<file path="src/rtl/mem_arb_pkg.sv">
// Shared definitions for the instruction/data memory port arbiter:
// FSM state encoding, transfer-size codes and the byte-select to size mapping.
package mem_arb_pkg;

  typedef enum logic [2:0] {
    IDLE   = 3'd0,
    D_ADDR = 3'd1,
    D_DATA = 3'd2,
    I_ADDR = 3'd3,
    I_DATA = 3'd4
  } state_e;

  localparam logic [1:0] SIZE_BYTE = 2'd0;
  localparam logic [1:0] SIZE_HALF = 2'd1;
  localparam logic [1:0] SIZE_WORD = 2'd2;

  // Aligned half-words use the lower or upper lane pair; anything else is a byte.
  function automatic logic [1:0] sel_to_size(input logic [3:0] sel);
    case (sel)
      4'b1111:         return SIZE_WORD;
      4'b0011, 4'b1100: return SIZE_HALF;
      default:         return SIZE_BYTE;
    endcase
  endfunction

endpackage

</file>
<file path="src/rtl/mem_req_sizer.sv">
// Combinational translation of M-stage byte enables into port size and write strobes.
module mem_req_sizer
  import mem_arb_pkg::*;
(
  input  logic [3:0] sel,
  input  logic       wr,
  output logic [1:0] size,
  output logic [3:0] wstrb
);

  assign size  = sel_to_size(sel);
  assign wstrb = wr ? sel : 4'b0000;

endmodule

</file>
<file path="src/rtl/mem_port_arbiter.sv">
// Shares one SRAM-like port between instruction fetch and data access, sequencing
// address/data phases, holding returned data and producing the fetch/data stalls.
module mem_port_arbiter
  import mem_arb_pkg::*;
#(
  parameter int ADDR_W = 32,
  parameter int DATA_W = 32
) (
  input  logic              clk,
  input  logic              rst,
  input  logic              inst_req,
  input  logic [ADDR_W-1:0] inst_addr,
  output logic [DATA_W-1:0] inst_rdata,
  output logic              i_stall,
  input  logic              data_req,
  input  logic              data_wr,
  input  logic [3:0]        data_sel,
  input  logic [ADDR_W-1:0] data_addr,
  input  logic [DATA_W-1:0] data_wdata,
  output logic [DATA_W-1:0] data_rdata,
  output logic              d_stall,
  input  logic              longest_stall,
  output logic              mem_req,
  output logic              mem_wr,
  output logic [1:0]        mem_size,
  output logic [3:0]        mem_wstrb,
  output logic [ADDR_W-1:0] mem_addr,
  output logic [DATA_W-1:0] mem_wdata,
  input  logic              mem_addr_ok,
  input  logic              mem_data_ok,
  input  logic [DATA_W-1:0] mem_rdata
);

  state_e            state_q, state_d;
  logic              mem_req_q, mem_req_d;
  logic              mem_wr_q, mem_wr_d;
  logic [1:0]        mem_size_q, mem_size_d;
  logic [3:0]        mem_wstrb_q, mem_wstrb_d;
  logic [ADDR_W-1:0] mem_addr_q, mem_addr_d;
  logic [DATA_W-1:0] mem_wdata_q, mem_wdata_d;
  logic [DATA_W-1:0] inst_rdata_q, inst_rdata_d;
  logic [DATA_W-1:0] data_rdata_q, data_rdata_d;
  logic              i_done_q, i_done_d;
  logic              d_done_q, d_done_d;
  logic [1:0]        sz_size;
  logic [3:0]        sz_wstrb;

  mem_req_sizer u_sizer (
    .sel  (data_sel),
    .wr   (data_wr),
    .size (sz_size),
    .wstrb(sz_wstrb)
  );

  always_comb begin
    // NOTE: every variable gets its hold value first so no path through the case infers a latch.
    state_d      = state_q;
    mem_req_d    = mem_req_q;
    mem_wr_d     = mem_wr_q;
    mem_size_d   = mem_size_q;
    mem_wstrb_d  = mem_wstrb_q;
    mem_addr_d   = mem_addr_q;
    mem_wdata_d  = mem_wdata_q;
    inst_rdata_d = inst_rdata_q;
    data_rdata_d = data_rdata_q;
    i_done_d     = i_done_q & longest_stall;
    d_done_d     = d_done_q & longest_stall;

    case (state_q)
      IDLE: begin
        // The M-stage access is older than the fetch, so it wins a tie.
        if (data_req && !d_done_q) begin
          state_d     = D_ADDR;
          mem_req_d   = 1'b1;
          mem_wr_d    = data_wr;
          mem_size_d  = sz_size;
          mem_wstrb_d = sz_wstrb;
          mem_addr_d  = data_addr;
          mem_wdata_d = data_wdata;
        end else if (inst_req && !i_done_q) begin
          state_d     = I_ADDR;
          mem_req_d   = 1'b1;
          mem_wr_d    = 1'b0;
          mem_size_d  = SIZE_WORD;
          mem_wstrb_d = 4'b0000;
          mem_addr_d  = inst_addr;
          mem_wdata_d = '0;
        end
      end
      D_ADDR, I_ADDR: begin
        if (mem_addr_ok) begin
          mem_req_d = 1'b0;
          state_d   = (state_q == D_ADDR) ? D_DATA : I_DATA;
        end
      end
      D_DATA: begin
        // A flushed requester still lets the bus finish; its result is just dropped.
        if (mem_data_ok) begin
          state_d = IDLE;
          if (data_req) begin
            d_done_d = 1'b1;
            if (!mem_wr_q) data_rdata_d = mem_rdata;
          end
        end
      end
      I_DATA: begin
        if (mem_data_ok) begin
          state_d = IDLE;
          if (inst_req) begin
            i_done_d     = 1'b1;
            inst_rdata_d = mem_rdata;
          end
        end
      end
      default: state_d = IDLE;
    endcase
  end

  // NOTE: state updates use non-blocking assignments so every flop samples pre-edge values.
  always_ff @(posedge clk or posedge rst) begin
    if (rst) begin
      state_q      <= IDLE;
      mem_req_q    <= 1'b0;
      mem_wr_q     <= 1'b0;
      mem_size_q   <= 2'd0;
      mem_wstrb_q  <= 4'd0;
      mem_addr_q   <= '0;
      mem_wdata_q  <= '0;
      inst_rdata_q <= '0;
      data_rdata_q <= '0;
      i_done_q     <= 1'b0;
      d_done_q     <= 1'b0;
    end else begin
      state_q      <= state_d;
      mem_req_q    <= mem_req_d;
      mem_wr_q     <= mem_wr_d;
      mem_size_q   <= mem_size_d;
      mem_wstrb_q  <= mem_wstrb_d;
      mem_addr_q   <= mem_addr_d;
      mem_wdata_q  <= mem_wdata_d;
      inst_rdata_q <= inst_rdata_d;
      data_rdata_q <= data_rdata_d;
      i_done_q     <= i_done_d;
      d_done_q     <= d_done_d;
    end
  end

  assign mem_req    = mem_req_q;
  assign mem_wr     = mem_wr_q;
  assign mem_size   = mem_size_q;
  assign mem_wstrb  = mem_wstrb_q;
  assign mem_addr   = mem_addr_q;
  assign mem_wdata  = mem_wdata_q;
  assign inst_rdata = inst_rdata_q;
  assign data_rdata = data_rdata_q;
  assign i_stall    = inst_req & ~i_done_q;
  assign d_stall    = data_req & ~d_done_q;

endmodule

</file>
<file path="config.mk">
export PLATFORM = sky130hd
export DESIGN_NAME = mem_port_arbiter
export DESIGN_NICKNAME = d
export VERILOG_FILES = /design/src/rtl/mem_arb_pkg.sv /design/src/rtl/mem_req_sizer.sv /design/src/rtl/mem_port_arbiter.sv
export SDC_FILE = /design/constraint.sdc
export NUM_CORES = 1
export LEC_CHECK = 0
export ABC_AREA = 1
export CORE_ASPECT_RATIO = 0.8
export CORE_UTILIZATION = 55
export DETAILED_ROUTE_END_ITERATION = 8
export DONT_BUFFER_PORTS = 1
export GPL_TIMING_DRIVEN = 1
export HOLD_SLACK_MARGIN = 0.1
export MAX_ROUTING_LAYER = met4
export PLACE_DENSITY = 0.7
export SLEW_MARGIN = 20
export SYNTH_ARGS = -nofsm -noshare
export SYNTH_HDL_FRONTEND = slang
export SYNTH_SLANG_ARGS = --single-unit
export TNS_END_PERCENT = 10
</file>
<file path="constraint.sdc">
create_clock -name clk -period 11.25 [get_ports clk]
set_input_delay 2.25 -clock clk [delete_from_list [all_inputs] [get_ports clk]]
set_output_delay 2.25 -clock clk [all_outputs]
set_load 0.005 [all_outputs]
</file>
==> results.txt <==
* Result of the run: finished clean
- The number of nets in the synthesized netlist is 772.
- Max-slew violations: 0
- Switching power of the nets: 0.657 mW
* Warnings from Yosys: 0
- Delay-heaviest family, CP: buffers and inverters
- The first detailed-routing pass took 5 iterations.
* Drt initial violations: around 180
- Switching power share of the total: between 30% and 40%
- Once detail routing completed, the nets flagged for antenna violations numbered 0.
* Avg WL per Cell: 17.3 um
- Critical Path Sink Type: primary output
* Worst-Skew Late Latency: approximately 0.4 ns
* Leading post-synthesis cells by cell area: dfrtp_1 61%, nand2_1 16%, o21ai_0 4.1%
* Type of origin of the critical path: input port
* TritonCTS clock tree: yes
* Buffer depth of the longest clock path: 2
* Placeable Area: 10,200 sq um
- Die outline width: 117 um
* CP required: 9.00 ns
- In this run the number of cells on the critical path is 2.
* Max Fanout on Critical Path: 36
- Leaving out fill and tap cells, the most frequent cells in the layout are 247 x nand2_1, 141 x dfrtp_1, 48 x inv_1, 48 x o21ai_0.
* Maximum single-stage delay on the critical path: 0.89 ns
- RSZ-0062 raised after global routing: false
* CTS buffer count: 17
- Clock tree synthesis selected as its root buffer the cell clkbuf_16.
* Critical path class: in2out
* Number of stages on the worst hold path: 2
* Number of endpoints failing setup at the final stage: 0
- The number of antenna diodes in the final layout is 0.
- The synthesized netlist occupies a cell area of between 5000 and 6000 sq um.
- Relative contribution of the clock network to total power: 30.1%
* Cell count after synthesis: approximately 630
- Max H-tree Level: 4
* Vias per cell: 5.39
- Ports: 278
- Areal power density over the cells: 292 nW/um^2
- Wires add up to 13,400 um.
* Register bit total from synthesis: 141
* WP buf/inv: 1
- Walking the worst path, the cells encountered are nand2_2 > inv_1.
- Clock transition at the registers of the reported paths: around 0.060 ns
- Counting flops with an async set or reset pin after synthesis yields a share of 100%.
* VDD IR max: 134 uV
* Unique cell type count in the Yosys netlist: 23
- From synthesis to final layout, the design area changed by 10.5%.
* Initial antenna violation count: 0
- The library cell used most frequently in the layout, excluding fill and tap cells, is nand2_1.
- Registers are responsible for 48.6% of the overall power.
- Port Buffer Count: 0
* Internal cell power: 1.22 mW
- Vias post-DR: 4,169
* Worst slew margin relative to its limit: 30.6%
- Internal reg-to-reg setup slack: 9.03 ns
* Proportion of layout cells with a drive suffix above 1: roughly an eighth
* Portion of the post-synthesis area used by sequential elements: 60.8%
- Total half-perimeter wirelength after legalization and detailed placement: 9430 um
* Number of setup buffers added after CTS: 0
- In this run the critical register-to-register path is launched from d_done_q.
- Worst flop-to-flop path endpoint: mem_wdata[24]
* Sum Neg Setup Slack: 0 ns
- P_leak: 3.32 nW
- The clock drives around 140 sinks.
* Synthesized area per cell: 9.18 sq um
- Number of flops mapped to enable cells by yosys: 0
- Highest clock frequency the design can meet: 175 MHz
- Data on the critical path arrives at its endpoint at 3.45 ns.
* Height of the die: roughly 94 um
- For this run, design rule violations remaining after detail routing come to 0.
* Hold EP: d_done_q
- Starting density of the core: 56.6%
* Standard-cell rows: 33
* Largest net degree at the start of global routing: just under 80
- The clock period could shrink to 5.70 ns.
- The final layout contains 761 nets.
- CP max stage cell: inv_1
* Max-cap check violation count: 0
- Global-route wire length before repair: 19,600 um
- The tightest min-delay check is of the reg2reg type.
- The top cell type by area accounts for 60.8% of the synthesized area.
* Gate power share: 21.3%
* Clk_skew: ~0.013 ns
- For the pin with the worst max-slew slack, the measured transition is approximately 1.0 ns.
* Global-route usage over all layers: approximately 25%
* Worst hold path startpoint: d_done_q
- The completed layout was analyzed and its total power is 1.87 mW.
- The number of gates resized after CTS was 0.
* RD Place Congestion: 0.843
* Number of global-route vias before repair: around 3,900
- Reg2reg path depth: 8
- Of the available clock period, the critical path in the final layout requires between 50% and 60%.
- Overflow after GRT: 0
* Ys flop type: dfrtp_1
- The die covers 11,000 sq um.
- CTS hold repair buffers: 0
* Most area-hungry cell type in the Yosys netlist: dfrtp_1
- The number of endpoints with negative hold slack in the final report came to 0.
-- Yosys cell counts, types with 3 or more instances --
| library cell | count |
|---|---|
| o21ai_1 | 23 |
| dfrtp_1 | 141 |
| buf_2 | 14 |
| buf_6 | 7 |
| o211ai_1 | 32 |
| or2_2 | 32 |
| clkbuf_1 | 8 |
| inv_1 | 49 |
| buf_4 | 3 |
| o21ai_0 | 48 |
| nand2_1 | 247 |
| nand3_1 | 5 |
| nor2_1 | 8 |
-- per-layer routing --
| metal | part of all wire [%] | vias up | GRT usage [%] |
|---|---|---|---|
| met5 | 0 | - | - |
| li1 | - | 1971 | - |
| met2 | 51 | 169 | 41.5 |
| met4 | 1.3 | 0 | 7.91 |
| met3 | 8.3 | 20 | 8.58 |
| met1 | 39 | 2009 | 27.5 |
-- power by group through the flow --
| stage | logic [mW] | clock network, mW | registers (mW) |
|---|---|---|---|
| 2_1_floorplan | 0.360 | 0 | 0.856 |
| 3_3_place_gp | 0.376 | 0 | 0.916 |
| 3_5_place_dp | 0.405 | 0 | 0.920 |
| 4_1_cts | 0.406 | 0.571 | 0.915 |
| 5_1_grt | 0.468 | 0.594 | 0.938 |
| 6_report | 0.399 | 0.564 | 0.911 |
-- stage by stage --
step	instances	hold WS, ns	utilization [%]	instance area (sq um)	worst slack, ns
after floorplan	632	0.445	-	5800	5.22
after detailed placement	742	0.464	56.6	5790	5.55
final	774	0.498	62.6	6410	5.55
after global placement	742	0.460	56.6	5790	5.61
after CTS	774	0.500	62.5	6400	5.50
after global routing	774	0.524	62.6	6410	5.45
-- flip-flops by register name, summed over array words and instances (netlist names), 2 cells and up --
name	count
mem_size	2
state_q	3
mem_wstrb	4
mem_wdata	32
data_rdata	32
inst_rdata	32
mem_addr	32
-- worst max path at each step --
stage                   from  endpoint
global placement    data_req   d_stall
finish              data_req   d_stall
CTS                 data_req   d_stall
detailed placement  data_req   d_stall
global route        data_req   d_stall
floorplan                rst  d_done_q
-- cell type report --
type | instances | area (sq um)
Fill cell | 890 | 3830
Inverter | 52 | 203
Timing Repair Buffer | 2 | 15.0
Sequential cell | 141 | 3530
Multi-Input combinational cell | 407 | 1880
Clock buffer | 21 | 480
Clock inverter | 11 | 129
Tap cell | 140 | 175
-- kinds of logic (layout without fill, tap and decap cells) --
kind of cell	Yosys count	in the layout	share of synthesized area (%)
compound gates	107	107	10.7
simple gates	300	300	21.6
flops	141	141	60.8
buf+inv	84	86	6.88
No activity file was read; power rests on OpenSTA's default activity.
